$ cat config.mk
export PLATFORM = sky130hd
export DESIGN_NAME = ysyx_25040109_regfile_csr_flat
export DESIGN_NICKNAME = d
export VERILOG_FILES = /design/src/rtl/ysyx_25040109_regfile_csr_if.sv /design/src/rtl/ysyx_25040109_regfile_csr.sv /design/src/flat_wrapper.sv
export SDC_FILE = /design/constraint.sdc
export NUM_CORES = 2
export LEC_CHECK = 0
export CAP_MARGIN = 0
export CORE_MARGIN = 2
export CORE_UTILIZATION = 60
export CTS_CLUSTER_DIAMETER = 60
export DETAILED_ROUTE_END_ITERATION = 8
export PLACE_DENSITY = 0.8
export SETUP_SLACK_MARGIN = 0.05
export SYNTH_ARGS = -nofsm -noshare
export SYNTH_HDL_FRONTEND = slang
export SYNTH_SLANG_ARGS = --single-unit
export TNS_END_PERCENT = 30
$ cat constraint.sdc
create_clock -name clk -period 2.75 [get_ports clk]
set_input_delay 0.275 -clock clk [delete_from_list [all_inputs] [get_ports clk]]
set_output_delay 0.275 -clock clk [all_outputs]
set_load 0.1 [all_outputs]
$ cat src/rtl/ysyx_25040109_regfile_csr_if.sv
// Bus between the core datapath and the GPR/CSR storage block.
// master: decode/write-back/trap control (drives requests, sees read data)
// slave : ysyx_25040109_regfile_csr
// Signals: pc, GPR write (wen/waddr/wdata), GPR reads (raddr1/2 -> rdata1/2),
//          a0_out, CSR access (csr_op/csr_addr/csr_src -> csr_rdata/csr_illegal),
//          trap entry (trap_valid/trap_pc/trap_cause), mret_valid,
//          mepc_out/mtvec_out for PC select.
interface ysyx_25040109_regfile_csr_if #(
  parameter int unsigned DATA_WIDTH = 32,
  parameter int unsigned NREGS      = 32,
  parameter int unsigned AW         = $clog2(NREGS)
);
  logic [31:0]         pc;
  logic                wen;
  logic [AW-1:0]       waddr;
  logic [DATA_WIDTH-1:0] wdata;
  logic [AW-1:0]       raddr1;
  logic [AW-1:0]       raddr2;
  logic [DATA_WIDTH-1:0] rdata1;
  logic [DATA_WIDTH-1:0] rdata2;
  logic [DATA_WIDTH-1:0] a0_out;
  logic [1:0]          csr_op;
  logic [11:0]         csr_addr;
  logic [31:0]         csr_src;
  logic [31:0]         csr_rdata;
  logic                csr_illegal;
  logic                trap_valid;
  logic [31:0]         trap_pc;
  logic [31:0]         trap_cause;
  logic                mret_valid;
  logic [31:0]         mepc_out;
  logic [31:0]         mtvec_out;

  modport master (
    output pc, wen, waddr, wdata, raddr1, raddr2,
    output csr_op, csr_addr, csr_src,
    output trap_valid, trap_pc, trap_cause, mret_valid,
    input  rdata1, rdata2, a0_out, csr_rdata, csr_illegal, mepc_out, mtvec_out
  );

  modport slave (
    input  pc, wen, waddr, wdata, raddr1, raddr2,
    input  csr_op, csr_addr, csr_src,
    input  trap_valid, trap_pc, trap_cause, mret_valid,
    output rdata1, rdata2, a0_out, csr_rdata, csr_illegal, mepc_out, mtvec_out
  );
endinterface

$ cat src/rtl/ysyx_25040109_regfile_csr.sv
// Integer register file (RV32I 32 regs / RV32E 16 regs) plus M-mode CSR bank:
// mstatus, mtvec, mepc, mcause, mcycle/mcycleh, with CSR read-modify-write,
// atomic trap entry, mret restore and a free-running 64-bit cycle counter.
// Ports: clk, rst_n (async, active-low), bus (slave modport of
//        ysyx_25040109_regfile_csr_if carrying all request/response signals).
// Macros:
//   YSYX_RF_BYPASS_EN   - forward same-cycle write data to the GPR read ports.
module ysyx_25040109_regfile_csr #(
  parameter int unsigned DATA_WIDTH = 32,
  parameter int unsigned NREGS      = 32
) (
  input  logic clk,
  input  logic rst_n,
  ysyx_25040109_regfile_csr_if.slave bus
);

  localparam int unsigned AW   = $clog2(NREGS);
  localparam int unsigned XLEN = 32;
  localparam logic [AW-1:0] X0 = AW'(0);
  localparam int unsigned A0_IDX = 10;

  localparam logic [11:0] CSR_MSTATUS = 12'h300;
  localparam logic [11:0] CSR_MTVEC   = 12'h305;
  localparam logic [11:0] CSR_MEPC    = 12'h341;
  localparam logic [11:0] CSR_MCAUSE  = 12'h342;
  localparam logic [11:0] CSR_MCYCLE  = 12'hB00;
  localparam logic [11:0] CSR_MCYCLEH = 12'hB80;

  localparam logic [1:0] OP_WRITE = 2'b01;
  localparam logic [1:0] OP_SET   = 2'b10;
  localparam logic [1:0] OP_CLEAR = 2'b11;

  // ---------------------------------------------------------------- GPRs
  logic [DATA_WIDTH-1:0] gpr [NREGS];

  // GPR storage; x0 is never written and is forced to zero on read
  always_ff @(posedge clk or negedge rst_n) begin
    if (!rst_n) begin
      for (int i = 0; i < int'(NREGS); i++) begin
        gpr[i] <= '0;
      end
    end else if (bus.wen && (bus.waddr != X0)) begin
      gpr[bus.waddr] <= bus.wdata;
    end
  end

  // Read ports
  always_comb begin
    bus.rdata1 = (bus.raddr1 == X0) ? '0 : gpr[bus.raddr1];
    bus.rdata2 = (bus.raddr2 == X0) ? '0 : gpr[bus.raddr2];
`ifdef YSYX_RF_BYPASS_EN
    // Write-through forwarding of the in-flight write-back value
    if (bus.wen && (bus.waddr == bus.raddr1) && (bus.raddr1 != X0)) begin
      bus.rdata1 = bus.wdata;
    end
    if (bus.wen && (bus.waddr == bus.raddr2) && (bus.raddr2 != X0)) begin
      bus.rdata2 = bus.wdata;
    end
`endif
  end

  assign bus.a0_out = gpr[A0_IDX];

  // ---------------------------------------------------------------- CSRs
  // Only the writable fields are stored; fixed fields are rebuilt on read.
  logic              mie_q;
  logic              mpie_q;
  logic [XLEN-1:2]   mtvec_q;
  logic [XLEN-1:2]   mepc_q;
  logic [XLEN-1:0]   mcause_q;
  logic [XLEN-1:0]   mcycle_lo_q;
  logic [XLEN-1:0]   mcycle_hi_q;

  logic [XLEN-1:0]   mstatus_val;
  logic [XLEN-1:0]   csr_old;
  logic              csr_hit;
  logic [XLEN-1:0]   csr_new;
  logic              csr_we;
  logic              wr_mcycle;
  logic              wr_mcycleh;

  // MPP is hard-wired to M-mode (11)
  assign mstatus_val = {19'd0, 2'b11, 3'd0, mpie_q, 3'd0, mie_q, 3'd0};

  // CSR address decode and old-value read
  always_comb begin
    csr_old = '0;
    csr_hit = 1'b1;
    case (bus.csr_addr)
      CSR_MSTATUS: csr_old = mstatus_val;
      CSR_MTVEC:   csr_old = {mtvec_q, 2'b00};
      CSR_MEPC:    csr_old = {mepc_q, 2'b00};
      CSR_MCAUSE:  csr_old = mcause_q;
      CSR_MCYCLE:  csr_old = mcycle_lo_q;
      CSR_MCYCLEH: csr_old = mcycle_hi_q;
      default:     csr_hit = 1'b0;
    endcase
  end

  assign bus.csr_rdata   = csr_old;
  assign bus.csr_illegal = ~csr_hit;
  assign bus.mepc_out    = {mepc_q, 2'b00};
  assign bus.mtvec_out   = {mtvec_q, 2'b00};

  // Read-modify-write value
  always_comb begin
    csr_new = csr_old;
    case (bus.csr_op)
      OP_WRITE: csr_new = bus.csr_src;
      OP_SET:   csr_new = csr_old | bus.csr_src;
      OP_CLEAR: csr_new = csr_old & ~bus.csr_src;
      default:  csr_new = csr_old;
    endcase
  end

  // Trap and mret pre-empt any CSR instruction update in the same cycle
  assign csr_we     = (bus.csr_op != 2'b00) && csr_hit && !bus.trap_valid && !bus.mret_valid;
  assign wr_mcycle  = csr_we && (bus.csr_addr == CSR_MCYCLE);
  assign wr_mcycleh = csr_we && (bus.csr_addr == CSR_MCYCLEH);

  // mstatus / mtvec / mepc / mcause update
  always_ff @(posedge clk or negedge rst_n) begin
    if (!rst_n) begin
      mie_q    <= 1'b0;
      mpie_q   <= 1'b0;
      mtvec_q  <= '0;
      mepc_q   <= '0;
      mcause_q <= '0;
    end else if (bus.trap_valid) begin
      mepc_q   <= bus.trap_pc[XLEN-1:2];
      mcause_q <= bus.trap_cause;
      mpie_q   <= mie_q;
      mie_q    <= 1'b0;
    end else if (bus.mret_valid) begin
      mie_q    <= mpie_q;
      mpie_q   <= 1'b1;
    end else if (csr_we) begin
      case (bus.csr_addr)
        CSR_MSTATUS: begin
          mie_q  <= csr_new[3];
          mpie_q <= csr_new[7];
        end
        CSR_MTVEC:  mtvec_q  <= csr_new[XLEN-1:2];
        CSR_MEPC:   mepc_q   <= csr_new[XLEN-1:2];
        CSR_MCAUSE: mcause_q <= csr_new;
        default: ;
      endcase
    end
  end

  // 64-bit cycle counter; a written half takes the write value instead of
  // counting, and a written low half produces no carry that cycle
  always_ff @(posedge clk or negedge rst_n) begin
    if (!rst_n) begin
      mcycle_lo_q <= '0;
      mcycle_hi_q <= '0;
    end else begin
      if (wr_mcycle) begin
        mcycle_lo_q <= csr_new;
      end else begin
        mcycle_lo_q <= mcycle_lo_q + 32'd1;
      end
      if (wr_mcycleh) begin
        mcycle_hi_q <= csr_new;
      end else if (!wr_mcycle && (mcycle_lo_q == 32'hFFFF_FFFF)) begin
        mcycle_hi_q <= mcycle_hi_q + 32'd1;
      end
    end
  end

endmodule

$ cat src/flat_wrapper.sv
// flat-port wrapper written by rule: the top's interface ports become plain ports
module ysyx_25040109_regfile_csr_flat 
#(
  parameter int unsigned DATA_WIDTH = 32,
  parameter int unsigned NREGS      = 32
)
  (clk, rst_n, bus_pc, bus_wen, bus_waddr, bus_wdata, bus_raddr1, bus_raddr2, bus_csr_op, bus_csr_addr, bus_csr_src, bus_trap_valid, bus_trap_pc, bus_trap_cause, bus_mret_valid, bus_rdata1, bus_rdata2, bus_a0_out, bus_csr_rdata, bus_csr_illegal, bus_mepc_out, bus_mtvec_out);
  ysyx_25040109_regfile_csr_if #(.DATA_WIDTH(DATA_WIDTH), .NREGS(NREGS)) bus_i ();
  input  logic clk;
  input  logic rst_n;
  input wire logic [$bits(bus_i.pc)-1:0] bus_pc;
  input wire logic [$bits(bus_i.wen)-1:0] bus_wen;
  input wire logic [$bits(bus_i.waddr)-1:0] bus_waddr;
  input wire logic [$bits(bus_i.wdata)-1:0] bus_wdata;
  input wire logic [$bits(bus_i.raddr1)-1:0] bus_raddr1;
  input wire logic [$bits(bus_i.raddr2)-1:0] bus_raddr2;
  input wire logic [$bits(bus_i.csr_op)-1:0] bus_csr_op;
  input wire logic [$bits(bus_i.csr_addr)-1:0] bus_csr_addr;
  input wire logic [$bits(bus_i.csr_src)-1:0] bus_csr_src;
  input wire logic [$bits(bus_i.trap_valid)-1:0] bus_trap_valid;
  input wire logic [$bits(bus_i.trap_pc)-1:0] bus_trap_pc;
  input wire logic [$bits(bus_i.trap_cause)-1:0] bus_trap_cause;
  input wire logic [$bits(bus_i.mret_valid)-1:0] bus_mret_valid;
  output wire logic [$bits(bus_i.rdata1)-1:0] bus_rdata1;
  output wire logic [$bits(bus_i.rdata2)-1:0] bus_rdata2;
  output wire logic [$bits(bus_i.a0_out)-1:0] bus_a0_out;
  output wire logic [$bits(bus_i.csr_rdata)-1:0] bus_csr_rdata;
  output wire logic [$bits(bus_i.csr_illegal)-1:0] bus_csr_illegal;
  output wire logic [$bits(bus_i.mepc_out)-1:0] bus_mepc_out;
  output wire logic [$bits(bus_i.mtvec_out)-1:0] bus_mtvec_out;
  assign bus_i.pc = bus_pc;
  assign bus_i.wen = bus_wen;
  assign bus_i.waddr = bus_waddr;
  assign bus_i.wdata = bus_wdata;
  assign bus_i.raddr1 = bus_raddr1;
  assign bus_i.raddr2 = bus_raddr2;
  assign bus_i.csr_op = bus_csr_op;
  assign bus_i.csr_addr = bus_csr_addr;
  assign bus_i.csr_src = bus_csr_src;
  assign bus_i.trap_valid = bus_trap_valid;
  assign bus_i.trap_pc = bus_trap_pc;
  assign bus_i.trap_cause = bus_trap_cause;
  assign bus_i.mret_valid = bus_mret_valid;
  assign bus_rdata1 = bus_i.rdata1;
  assign bus_rdata2 = bus_i.rdata2;
  assign bus_a0_out = bus_i.a0_out;
  assign bus_csr_rdata = bus_i.csr_rdata;
  assign bus_csr_illegal = bus_i.csr_illegal;
  assign bus_mepc_out = bus_i.mepc_out;
  assign bus_mtvec_out = bus_i.mtvec_out;
  ysyx_25040109_regfile_csr #(.DATA_WIDTH(DATA_WIDTH), .NREGS(NREGS)) u_core (.clk(clk), .rst_n(rst_n), .bus(bus_i));
endmodule
## Word level (Yosys, flattened, before mapping)

Index checks and enable logic that the tools add are counted.

| storage, ports and cells | value |
|---|---|
| logic and storage cells | 124 |
| bits in registers | 1182 |
| bits of input ports | 194 |

| operators by class | value |
|---|---|
| equality and inequality tests | 11 |
| bitwise operators | 9 |
| mux-type cells | 33 |
| $lt $le $gt $ge | 4 |
| reductions and logical operators | 26 |
| $add $sub $neg | 2 |

Operators by type and width:

| kind | count |
|---|---|
| 1024-bit bitwise mux | 1 |
| 32-bit two-way mux | 14 |
| 32-bit binary-select mux with 5-bit select | 2 |
| 32-bit case mux with 6 select lines | 1 |
| 32-bit demux with 5-bit select | 1 |
| 30-bit two-way mux | 4 |
| 32-bit case mux with 3 select lines | 1 |
| 32-bit by 1-bit adder with 32-bit output, second input constant | 2 |
| 12-bit by 10-bit equality test with 1-bit output, second input constant | 4 |
| 32-bit AND | 1 |
| 32-bit equality test, second input constant | 1 |
| 32-bit NOT | 1 |
| 32-bit bitwise OR | 1 |
| 12-bit equality test, second input constant | 2 |
| 6-bit >= comparator, second input constant | 3 |
| 5-bit NOT with 6-bit output | 3 |
| 5-bit zero test | 2 |
| 2-bit nonzero test | 5 |
| 1-bit two-way mux | 9 |
| 1-bit logical AND | 8 |
| 6-bit by 1-bit < comparator with 1-bit output, second input constant | 1 |
| 3-bit AND reduction | 2 |
| 3-bit nonzero test | 2 |
| 6-bit OR reduction | 1 |
| 8 further kinds | 13 |

## Longest topological paths before layout

| depth | value |
|---|---|
| depth after elaboration | 11 |
| gate-level depth with buffers | 10 |
| mapped depth without buffers | 7 |

## Least setup slack after synthesis

No wires, ideal clock.

| path | value |
|---|---|
| path kind | input to output |
| start | input port bus_csr_addr[1] |
| end | output port bus_csr_rdata[23] |
| arrival time | 4557 ps |
| stages | 4 |
| path slack | -2082 ps |
| required time | 2475 ps |
| buffers on the path | 1 |
| cell sequence | nor4_1 -> buf_2 -> nand2_1 -> o311ai_0 |

| on the way | value |
|---|---|
| longest elaborated chain between the ends | 2 |
| elaborated cells on any way between the ends | 7 |

Ends and longest elaborated chain:

| element | line | RTL |
|---|---|---|
| from (decl) | flat_wrapper.sv:18 | `input wire logic [$bits(bus_i.csr_addr)-1:0] bus_csr_addr;` |
| 12-bit equality test or 12-bit by 10-bit equality test with 1-bit output (tied branches) | ysyx_25040109_regfile_csr.sv:89 | `case (bus.csr_addr)` |
| 32-bit case mux with 6 select lines * | ysyx_25040109_regfile_csr.sv:89 |  |
| to (decl) | flat_wrapper.sv:27 | `output wire logic [$bits(bus_i.csr_rdata)-1:0] bus_csr_rdata;` |

Every way passes the cells marked *; elsewhere a longest branch is shown, timed or not.

## Worst setup path after layout

| path | value |
|---|---|
| start | register u_core.gpr[11] in the netlist's numbering |
| end | output port bus_rdata1[11] |

| on the way | value |
|---|---|
| longest elaborated chain between the ends | 4 |

Ends and longest elaborated chain:

| element | line | RTL |
|---|---|---|
| from (decl) | ysyx_25040109_regfile_csr.sv:34 | `logic [DATA_WIDTH-1:0] gpr [NREGS];` |
| from (signal, indexed assignment) | ysyx_25040109_regfile_csr.sv:43 | `gpr[bus.waddr] <= bus.wdata;` |
| 32-bit binary-select mux with 5-bit select | ysyx_25040109_regfile_csr.sv:49 | `bus.rdata1 = (bus.raddr1 == X0) ? '0 : gpr[bus.raddr1];` |
| 32-bit two-way mux (not written as such) (2 in series) | ysyx_25040109_regfile_csr.sv:49 |  |
| 32-bit two-way mux | ysyx_25040109_regfile_csr.sv:49 |  |
| to (decl) | flat_wrapper.sv:24 | `output wire logic [$bits(bus_i.rdata1)-1:0] bus_rdata1;` |

No other way between the ends. The select of a mux whose other input is x is not followed.

==> impl_metrics.ini <==
[floorplan]
start_util = 0.602
die_x_um = 331
die_h_um = 331
rows = 120
die_area_um2 = 110000
fp.coreArea_um2 = 107000
io-pin-count = 387

[grt]
grt_overflow = 0
grt_max_degree = 77
grt_pass1_vias = 47400
antenna_found_initial = 5
grt_pass1_wl_um = 300000
grt_usage = 0.369

[drt]
drtIter0Drc = 4952
wl_per_cell_um = 31.5
routed-via-count = 45500
drtPass1Iterations = 7
routed_wl_um = 201000
viasPerCell = 7.13
drcViolationCount = 0
final_antenna_net_count = 0

[synthesis]
synth_area_leaders = dfrtp_1 (46%), mux4_2 (22%), mux2_2 (18%), clkbuf_1 (1.9%), mux2i_1 (1.5%)
ys_warn_count = 0
avgSynthCellArea_um2 = 14.5
synth-simple-area-share = 0.0437
synth_edf_count = 0
synth_compound_area_frac = 0.0376
synth_seq_cells = 1182
synthAdderAreaFrac = 0.000390
ys_seq_area_frac = 0.461
synth_xor_xnor_area_share = 0.00955
synth_top_family_by_area = multiplexers
synth_mux_area_frac = 0.415
synth.top_cell.area_share = 0.461
synth_cell_types = 73
syn_area_um2 = 64200
async_reset_ff_frac = 1.00
synth_area_leader_cell = dfrtp_1
synthCells = 4424
ys.flop_type = dfrtp_1

[finish]
fin_area_um2 = 78100
nNetsFinal = 5069
final_cell_mix = dfrtp_1 (1178), mux2_2 (1002), mux4_2 (640), buf_4 (455), buf_12 (207)
final_common_cell = dfrtp_1
area_growth_pct = 21.7
drive_above_1_share = 0.537
instances_no_fill = 6384
n_fill_cell = 6437

[worst_setup_path]
r2r_slack_ps = 170
startpoint_type = register
path_class = register to primary output
crit_arrival_ps = 2790
endpoint_kind = primary output
cp_max_fo = 3
r2r-start = u_core.mcycle_lo_q[17]
rr_endpoint = u_core.mcycle_hi_q[13]
rr_worst_depth = 7
cp.required_ps = 2480

[power]
total_power_w = 0.0558
peakVddDrop_mv = 0.646
power.leakage_nw = 33.6
p_per_area_nw_per_um2 = 715

[sta]
fin_crit_sh = 1.11
maxSlewViolCount = 0
slew_headroom = 0.231
hold_viol_final = 0
max_freq_mhz = 327
setup_viol = 64
layout_min_cycle_time_ps = 3060
setup_slack_ps = -312
worst_pin_slew_ps = 1150
rsz0062_at_grt = true
whs_ps = 128
fin_skew_ps = 13.7

[placement]
place.detailed.hpwl_um = 129000
post_dp_cell_area_um2 = 73200
dpl.cell_count = 6133
gp_congestion = 0.977
port_buffers = 348
place_ws_ps = -182

[clock_network]
root_buffer = clkbuf_16
cts_buffers = 121
cts_tree = yes
clock_latency_ps = 710
clk_pin_slew_ps = 60
cts_buffer_depth = 3
numClockSinks = 1182
htree_levels = 3

[outcome]
violations = negative setup slack
status = complete, but fails checks

[hold_path]
holdPathStages = 3
min_to = u_core.mepc_q[11]
hp-class = input pin to register
hp-start = bus_trap_valid

[job]
maxCapViolations = 0
## how the worst max path moves through the flow
stage	start	end	slack (ps)	cells after the start
finish	u_core.gpr[11]	bus_rdata1[11]	-310	6
global route	u_core.bus.a0_out[11]	bus_rdata1[11]	-330	6
CTS	u_core.gpr[523]	bus_rdata1[11]	-320	6
detailed placement	bus_csr_addr[0]	u_core.mcycle_hi_q[24]	-180	11
global placement	bus_raddr2[0]	bus_rdata2[23]	-180	8
floorplan	bus_csr_addr[7]	u_core.mcycle_hi_q[12]	-650	8
## routing by layer
| layer | global-route usage | vias to the layer above | routed length, um |
|---|---|---|---|
| li1 | - | 18000 | - |
| met1 | 0.498 | 24100 | 74700 |
| met2 | 0.575 | 2786 | 96300 |
| met3 | 0.0717 | 686 | 18100 |
| met4 | 0.199 | 2 | 12000 |
| met5 | 0 | - | 12 |
## synth_stat cells, drive strengths merged, types with 17 or more instances
master      n
and2       21
nand3      46
mux4      640
mux2i      94
nor4       22
nor3       21
clkbuf    330
nand4      61
dfrtp    1182
xor2       19
a21oi      49
o2111ai    20
a22oi      54
mux2     1002
nand2     140
nor2      120
a31oi      22
and3       29
o21ai     139
o31ai      17
xnor2      51
buf       172
## through the flow
stage / setup TNS (ps) / util
floorplan: -61070 / -
global placement: -2530 / 0.687
detailed placement: -3310 / 0.687
CTS: -10500 / 0.731
global route: -12140 / 0.733
finish: -9660 / 0.733
## cell families (layout without fill, tap and decap cells)
kind of cell,Yosys count,after routing
buffers and inverters,517,1066
AND/OR/NAND/NOR,538,538
other,1,9
XOR/XNOR,70,70
multiplexers,1736,1736
AO/OA/AOI/OAI,378,378
adder cells (fa/ha/maj),2,2
flip-flops,1182,1182
## repair_timing
action	in CTS	in global routing
gates resized for setup	73	44
endpoints found under the setup margin	84	85
hold endpoints to repair	38	0
setup buffers	16	4
hold buffers	1	0
pin swaps	2	7
## sequential cells by signal (all words and copies together) (netlist names)
signal and count:
u_core.bus.a0_out 32, u_core.gpr 992, u_core.mcause_q 32, u_core.mcycle_hi_q 32, u_core.mcycle_lo_q 32, u_core.mepc_q 30, u_core.mie_q 1, u_core.mpie_q 1
u_core.mtvec_q 30
## where the power goes
| part | total, W | leakage (nW) | switching, W | internal (W) |
|---|---|---|---|---|
| logic | 0.0153 | 16.3 | 0.00754 | 0.00776 |
| clock network | 0.0177 | 2.11 | 0.00716 | 0.0105 |
| registers | 0.0228 | 15.2 | 0.00245 | 0.0204 |
| total | 0.0558 | 33.6 | 0.0171 | 0.0387 |
## worst max-delay path: stages (launching register included)
cell and delay [ps]:
dfrtp_1 410, mux4_2 520, mux4_2 510, mux2i_2 230, buf_4 190, nor2_4 40, buf_12 170
## layout make-up
cell class | instances | area [um2] | area share
Sequential cell | 1182 | 29600 | 0.379
Antenna cell | 5 | 12.5 | 0.000160
Clock buffer | 177 | 3600 | 0.0461
Timing Repair Buffer | 825 | 9220 | 0.118
Tap cell | 1403 | 1760 | 0.0225
Multi-Input combinational cell | 2728 | 33200 | 0.425
Clock inverter | 49 | 692 | 0.00886
Inverter | 15 | 56.3 | 0.000721
No activity file was read; power rests on OpenSTA's default activity.
